==> src/rtl/frame_pingpong_buffer.sv <==
// Double-buffered binary frame assembler: packed pixel words fill one bank
// while the consumer reads the other through a valid/ack handshake.
module frame_pingpong_buffer #(
  parameter  int IMG_WIDTH  = 30,
  parameter  int IMG_HEIGHT = 30,
  parameter  int DATA_W     = 8,
  localparam int TOTAL_BITS = IMG_WIDTH * IMG_HEIGHT,
  localparam int WORDS      = (TOTAL_BITS + DATA_W - 1) / DATA_W,
  localparam int ADDR_W     = ($clog2(WORDS + 1) > 1) ? $clog2(WORDS + 1) : 1,
  localparam int OUT_W      = WORDS * DATA_W
) (
  input  logic              clk,
  input  logic              rst,
  input  logic              clear,
  input  logic [DATA_W-1:0] in_data,
  input  logic              in_valid,
  output logic              in_ready,
  output logic [ADDR_W-1:0] wr_addr,
  output logic              frame_valid,
  input  logic              frame_ack,
  output logic [OUT_W-1:0]  img_out,
  output logic [7:0]        frame_count,
  output logic              overrun
);

  typedef enum logic [1:0] {
    EMPTY   = 2'd0,
    FILLING = 2'd1,
    FULL    = 2'd2
  } bank_state_t;

  localparam logic [OUT_W-1:0]  PAD_MASK  = {OUT_W{1'b1}} >> (OUT_W - TOTAL_BITS);
  localparam logic [ADDR_W-1:0] LAST_ADDR = ADDR_W'(WORDS - 1);

  bank_state_t      status [2];
  logic [OUT_W-1:0] bank_data [2];
  logic             wb_sel;
  logic             rb_sel;

  logic write_open;
  logic accept;
  logic release_bank;

  assign write_open   = (status[wb_sel] != FULL);
  assign accept       = in_valid && write_open;
  assign release_bank = frame_ack && (status[rb_sel] == FULL);

  // Outputs are forced to their idle values while reset is held.
  assign in_ready    = rst || write_open;
  assign frame_valid = !rst && (status[rb_sel] == FULL);
  assign overrun     = !rst && in_valid && !write_open;
  assign img_out     = rst ? '0 : (bank_data[rb_sel] & PAD_MASK);

  always_ff @(posedge clk) begin
    if (rst) begin
      status[0]    <= EMPTY;
      status[1]    <= EMPTY;
      wb_sel       <= 1'b0;
      rb_sel       <= 1'b0;
      wr_addr      <= '0;
      frame_count  <= '0;
      bank_data[0] <= '0;
      bank_data[1] <= '0;
    end else if (clear) begin
      status[0]   <= EMPTY;
      status[1]   <= EMPTY;
      wb_sel      <= 1'b0;
      rb_sel      <= 1'b0;
      wr_addr     <= '0;
      frame_count <= '0;
    end else begin
      // A write bank is never FULL when accepting, so it cannot be the bank being released.
      if (accept) begin
        bank_data[wb_sel][int'(wr_addr) * DATA_W +: DATA_W] <= in_data;
        if (wr_addr == LAST_ADDR) begin
          status[wb_sel] <= FULL;
          wr_addr        <= '0;
          wb_sel         <= ~wb_sel;
          frame_count    <= frame_count + 8'd1;
        end else begin
          status[wb_sel] <= FILLING;
          wr_addr        <= wr_addr + ADDR_W'(1);
        end
      end
      if (release_bank) begin
        status[rb_sel] <= EMPTY;
        rb_sel         <= ~rb_sel;
      end
    end
  end

endmodule
==> config.mk <==
export PLATFORM = sky130hd
export DESIGN_NAME = frame_pingpong_buffer
export DESIGN_NICKNAME = d
export VERILOG_FILES = /design/src/rtl/frame_pingpong_buffer.sv
export SDC_FILE = /design/constraint.sdc
export NUM_CORES = 2
export LEC_CHECK = 0
export CAP_MARGIN = 10
export CORE_MARGIN = 4
export CORE_UTILIZATION = 50
export CTS_BUF_LIST = sky130_fd_sc_hd__clkbuf_8 sky130_fd_sc_hd__clkbuf_16
export DETAILED_ROUTE_END_ITERATION = 8
export PLACE_DENSITY = 0.72
export SLEW_MARGIN = 5
export SYNTH_ARGS = -nofsm -noshare
export SYNTH_HDL_FRONTEND = slang
export SYNTH_SLANG_ARGS = --single-unit
==> constraint.sdc <==
create_clock -name clk -period 8.62 [get_ports clk]
set_input_delay 1.293 -clock clk [delete_from_list [all_inputs] [get_ports clk]]
set_output_delay 1.293 -clock clk [all_outputs]
set_load 0.005 [all_outputs]
; ---- Yosys cells after proc, flatten, opt, wreduce, memory -nomap -nowiden
; Memory sizes are Yosys's and may differ from the RTL's. A register that Yosys moved wholly into a read port is not among the register bits.
; Index checks and enable logic that the tools add are counted.
[classes]
n_mux = 43
n_addsub = 3
n_reduce_logical = 13
n_shift = 2
order_cmp = 0
multipliers = 0
n_eq_ne = 3
bitwise_logic = 5
div = 0
[ops]
columns = operator, count
row1 = $mux W904, 3
row2 = $reduce_or A904 Y1, 1
row3 = $shift A8 B33 Y904 const A, 1
row4 = $shiftx A8 B33 Y904, 1
row5 = $mux W900, 1
row6 = $mux W1, 33
row7 = $neg A10 Y33, 1
row8 = $mux W2, 5
row9 = $add A8 B1 Y8 const B, 1
row10 = $add A7 B1 Y7 const B, 1
row11 = $eq A7 B7 Y1 const B, 1
row12 = $mux W7, 1
row13 = $reduce_or A2 Y1, 3
row14 = $logic_and A1 B1 Y1, 5
row15 = $or A1 B1 Y1, 3
row16 = $eq A2 B2 Y1 const B, 1
row17 = $logic_not A1 Y1, 2
row18 = $ne A2 B2 Y1 const B, 1
row19 = $not A1 Y1, 2
row20 = $reduce_and A2 Y1, 1
row21 = $logic_or A1 B1 Y1, 1
[totals]
ramBits = 1812
latch_bits = 0
elab_cells = 75
regBits = 17
mem_bits_ro = 0
inputBits = 13
mem_count = 2
out_inout_bits = 922
[memory_table]
columns = memory, depth, word_bits, read_ports, rd_clocked_by_memory_dff, write_ports, line
row1 = bank_data, 2, 904, 1, 1, 2, 36  ; logic [OUT_W-1:0] bank_data [2];
row2 = status, 2, 2, 2, 2, 2, 35  ; bank_state_t status [2];

; ---- Depth between registers and ports, before layout
[depth]
ltp_word = 9
depth_mapped = 14
ltp_nobuf = 9

; ---- Worst setup path after synthesis
; Ideal clock, no wire load.
[synth_timing]
path_kind = flip-flop to flip-flop
from = register wr_addr[0]
to = memory bank_data[1][808] (netlist name), enable pin
setup_slack_ns = 3.876
path_stages_with_launch = 14
n_path_buf = 4
t_arrival_ns = 4.346
required_time_ns = 8.222
period_less_slack_ns = 4.744
setup_time_ns = 0.398
path_cell_list = dfxtp_1 -> buf_2 -> buf_2 -> buf_1 -> inv_1 -> ha_1 -> or4b_4 -> nor2_1 -> ha_1 -> or4b_1 -> nor3_2 -> o21ai_1 -> clkbuf_1 -> o41ai_1
[synth_rtl]
columns = item, line
row1 = from (decl), 18  ; output logic [ADDR_W-1:0] wr_addr,
row2 = from (signal assigned), 82  ; wr_addr <= wr_addr + ADDR_W'(1);
row3 = to (decl), 36

==> flow_summary.yaml <==
cells_and_area:
  final_cell_mix: "1,800 x edfxtp_1, 1,583 x nor2_1, 924 x clkdlybuf4s50_1"
  drive_gt1_frac: 0.0826
  final_common_cell: "edfxtp_1"
  nFillCells: 12880
  syn_to_final_growth_pct: 20.6
  nets: 7623
drt:
  first_iter_violations: 9376
  vias: 64276
  met2_length_mm: 143
  drtAntennaViolNets: 0
  post_drt_via_cell_ratio: 6.45
  drc_errors: 0
  routedWlPerCell_um: 32.3
  top_layer: "met5"
  routed-wl-met3_mm: 36.2
  wirelength_met1_mm: 112
  routed_wl_mm: 322
  first_pass_iters: 8
placement:
  hpwl_mm: 224
  gp_congestion: 0.940
  io_buffers: 930
logic_synthesis:
  synth_enable_flop_cells: 1800
  ys.flop_type: "edfxtp_1"
  synth_cells: 7002
  synth-seq-cells: 1823
  ys_warn_count: 0
  synth_cell_types: 74
  syn_area_um2: 83800
  synth.area.top_cells: "edfxtp_1 65%, mux2i_1 11%, nor2_1 7.1%"
  yosys.area.top_type: "edfxtp_1"
  yosysTopAreaCellShare: 0.645
  yosysSeqAreaShare: 0.651
  async_flop_share: 0
  avgSynthCellArea_um2: 12.0
cts:
  clkSinkCount: 1823
  cts.path.max_buffers: 3
  clk_pin_slew_ns: 0.06
  numCtsBuffers: 184
  clock-root-buffer: "clkbuf_16"
  postCtsSetupBuffers: 0
  clk_latency_ns: 0.83
  post_cts_resized: 0
  cts_tree: "built"
  cts_hold_buf: 0
  htreeDepth: 4
timing:
  fmax_mhz: 157
  relSlewSlack: 0.110
  hold_viol: 0
  rsz0062_at_grt: "false"
  tightestPinTransition_ns: 1.33
  period_share: 0.738
  period_minus_slack_ns: 6.36
  setup_viol_count_final: 0
  finClkSkew_ns: 0.0208
  slew_viol_final: 0
  setup-tns-final_ns: 0
floorplan:
  chipHeight_um: 417
  rows: 149
  pin_count: 935
  die_area_um2: 174000
  die_w_um: 417
  coreArea_um2: 166000
  initial_core_util: 0.506
setup_path:
  worst-setup-path-type: "reg -> reg"
  cpPeakStageDelay_ns: 1.32
  reg2reg_slack_ns: 2.26
  timing.rr.start: "wr_addr[1]"
  crit_required_ns: 9.05
  crit_family: "simple AND/OR/NAND/NOR gates"
  crit_start: "wr_addr[1]"
  worstPathArrival_ns: 6.79
  crit_slowest_cell: "o31ai_1"
  path_max_fanout: 20
  cp_num_buf_inv: 2
  end_kind: "flip-flop"
  crit_path_start_kind: "flip-flop"
  path_cells: "inv_1 -> ha_1 -> or4b_4 -> nor2_1 -> ha_1 -> inv_2 -> nor2_1 -> nand2_1 -> o31ai_1"
grt:
  grt_pass1_vias: 60527
  grt_first_pass_wirelength_mm: 444
  grt_usage: 0.355
  grt_remaining_overflow: 0
  grt_start_max_net_pins: 220
  antenna_found_initial: 14
outcome:
  outcome: "finished, final reports clean"
pwr:
  p_leak_nw: 29.8
  ir_drop_v: 0.000191
  p_per_area_nw_per_um2: 191
  p_total_w: 0.0194
hold_path:
  min_path_type: "reg -> reg"
  holdCritStartpoint: "frame_count[7]"
job:
  max-cap-violations: 0
## where the power goes
part | internal (W) | leakage, nW | switching, W | total, W
clock network | 0.00433 | 3.02 | 0.00350 | 0.00783
logic | 0.000465 | 9.08 | 0.000827 | 0.00129
registers | 0.0101 | 17.7 | 0.000122 | 0.0102
## cell type report
| cell class | count | area [µm²] | share of cell area |
|---|---|---|---|
| tap | 2189 | 2740 | 0.0271 |
| clock buffer | 185 | 4630 | 0.0458 |
| clock inverter | 153 | 1190 | 0.0118 |
| inverter | 19 | 78.8 | 0.000780 |
| antenna | 12 | 30.0 | 0.000297 |
| multi-input combinational | 4411 | 26800 | 0.265 |
| timing repair buffer | 1167 | 11200 | 0.110 |
| sequential | 1823 | 54500 | 0.539 |
## synthesized netlist by cell type (5+ instances only)
master / count
nand4_1: 66
edfxtp_1: 1800
a31o_2: 8
dfxtp_1: 23
o31ai_1: 135
a41o_1: 10
o41ai_1: 18
or2_2: 5
nand3_1: 73
o211ai_1: 40
buf_2: 111
buf_4: 10
nand2b_1: 16
o211ai_2: 7
and3_1: 7
mux2i_1: 901
o21ai_0: 82
nor2_1: 1589
nand3b_1: 5
clkinv_1: 5
o21ai_1: 15
nor4_1: 270
nand2_1: 104
a21oi_1: 29
o2111ai_1: 21
buf_1: 93
or3_1: 8
clkbuf_1: 537
or4_1: 8
o221ai_1: 6
nor3_1: 881
nor4b_1: 8
a211oi_1: 19
inv_1: 11
o221ai_2: 5
## kinds of logic after synthesis
family / Yosys count / share of synthesized area
buffers and inverters: 771 / 0.0367
DFF: 1823 / 0.651
xor gates and xnor gates: 6 / 0.000627
AOI/OAI and AO/OA: 419 / 0.0366
muxes: 902 / 0.108
adders and majority gates: 4 / 0.000597
other: 1 / 0.0000448
and+or+nand+nor: 3076 / 0.167
## worst paths after layout
kind                        to  cells past startpoint
max          bank_data[0][440]                      9
min             frame_count[7]                      2
max reg2reg  bank_data[0][440]                      9
min reg2reg     frame_count[7]                      2
## metal layers
metal	track usage	vias to the layer above
li1	-	27125
met1	0.443	31416
met2	0.536	4692
met3	0.0842	1039
met4	0.277	4
met5	0	-
## tightest hold or removal path: stages (launching register included)
cell,delay [ns]
dfxtp_1,0.32
o31ai_1,0.06
a21oi_1,0.06
## state kept, by name, indices dropped and copies added (netlist names), named ones only
name         count
rb_sel           1
status           4
bank_data     1800
wr_addr          7
wb_sel           1
frame_count      8
## per-stage QoR
| step | cell area, µm² | std cells | utilization | setup slack (ns) | hold WS, ns |
|---|---|---|---|---|---|
| finish | 101000 | 9959 | 0.610 | 2.26 | 0.486 |
| global route | 101000 | 9949 | 0.610 | 2.06 | 0.533 |
| CTS | 101000 | 9905 | 0.608 | 2.28 | 0.490 |
| detailed placement | 94900 | 9567 | 0.573 | 2.30 | 0.481 |
| global placement | 94800 | 9559 | 0.572 | 2.52 | 0.469 |
| floorplan | 83800 | 7005 | - | 3.88 | 0.465 |
Note: power is estimated with default switching activity, not from simulation.
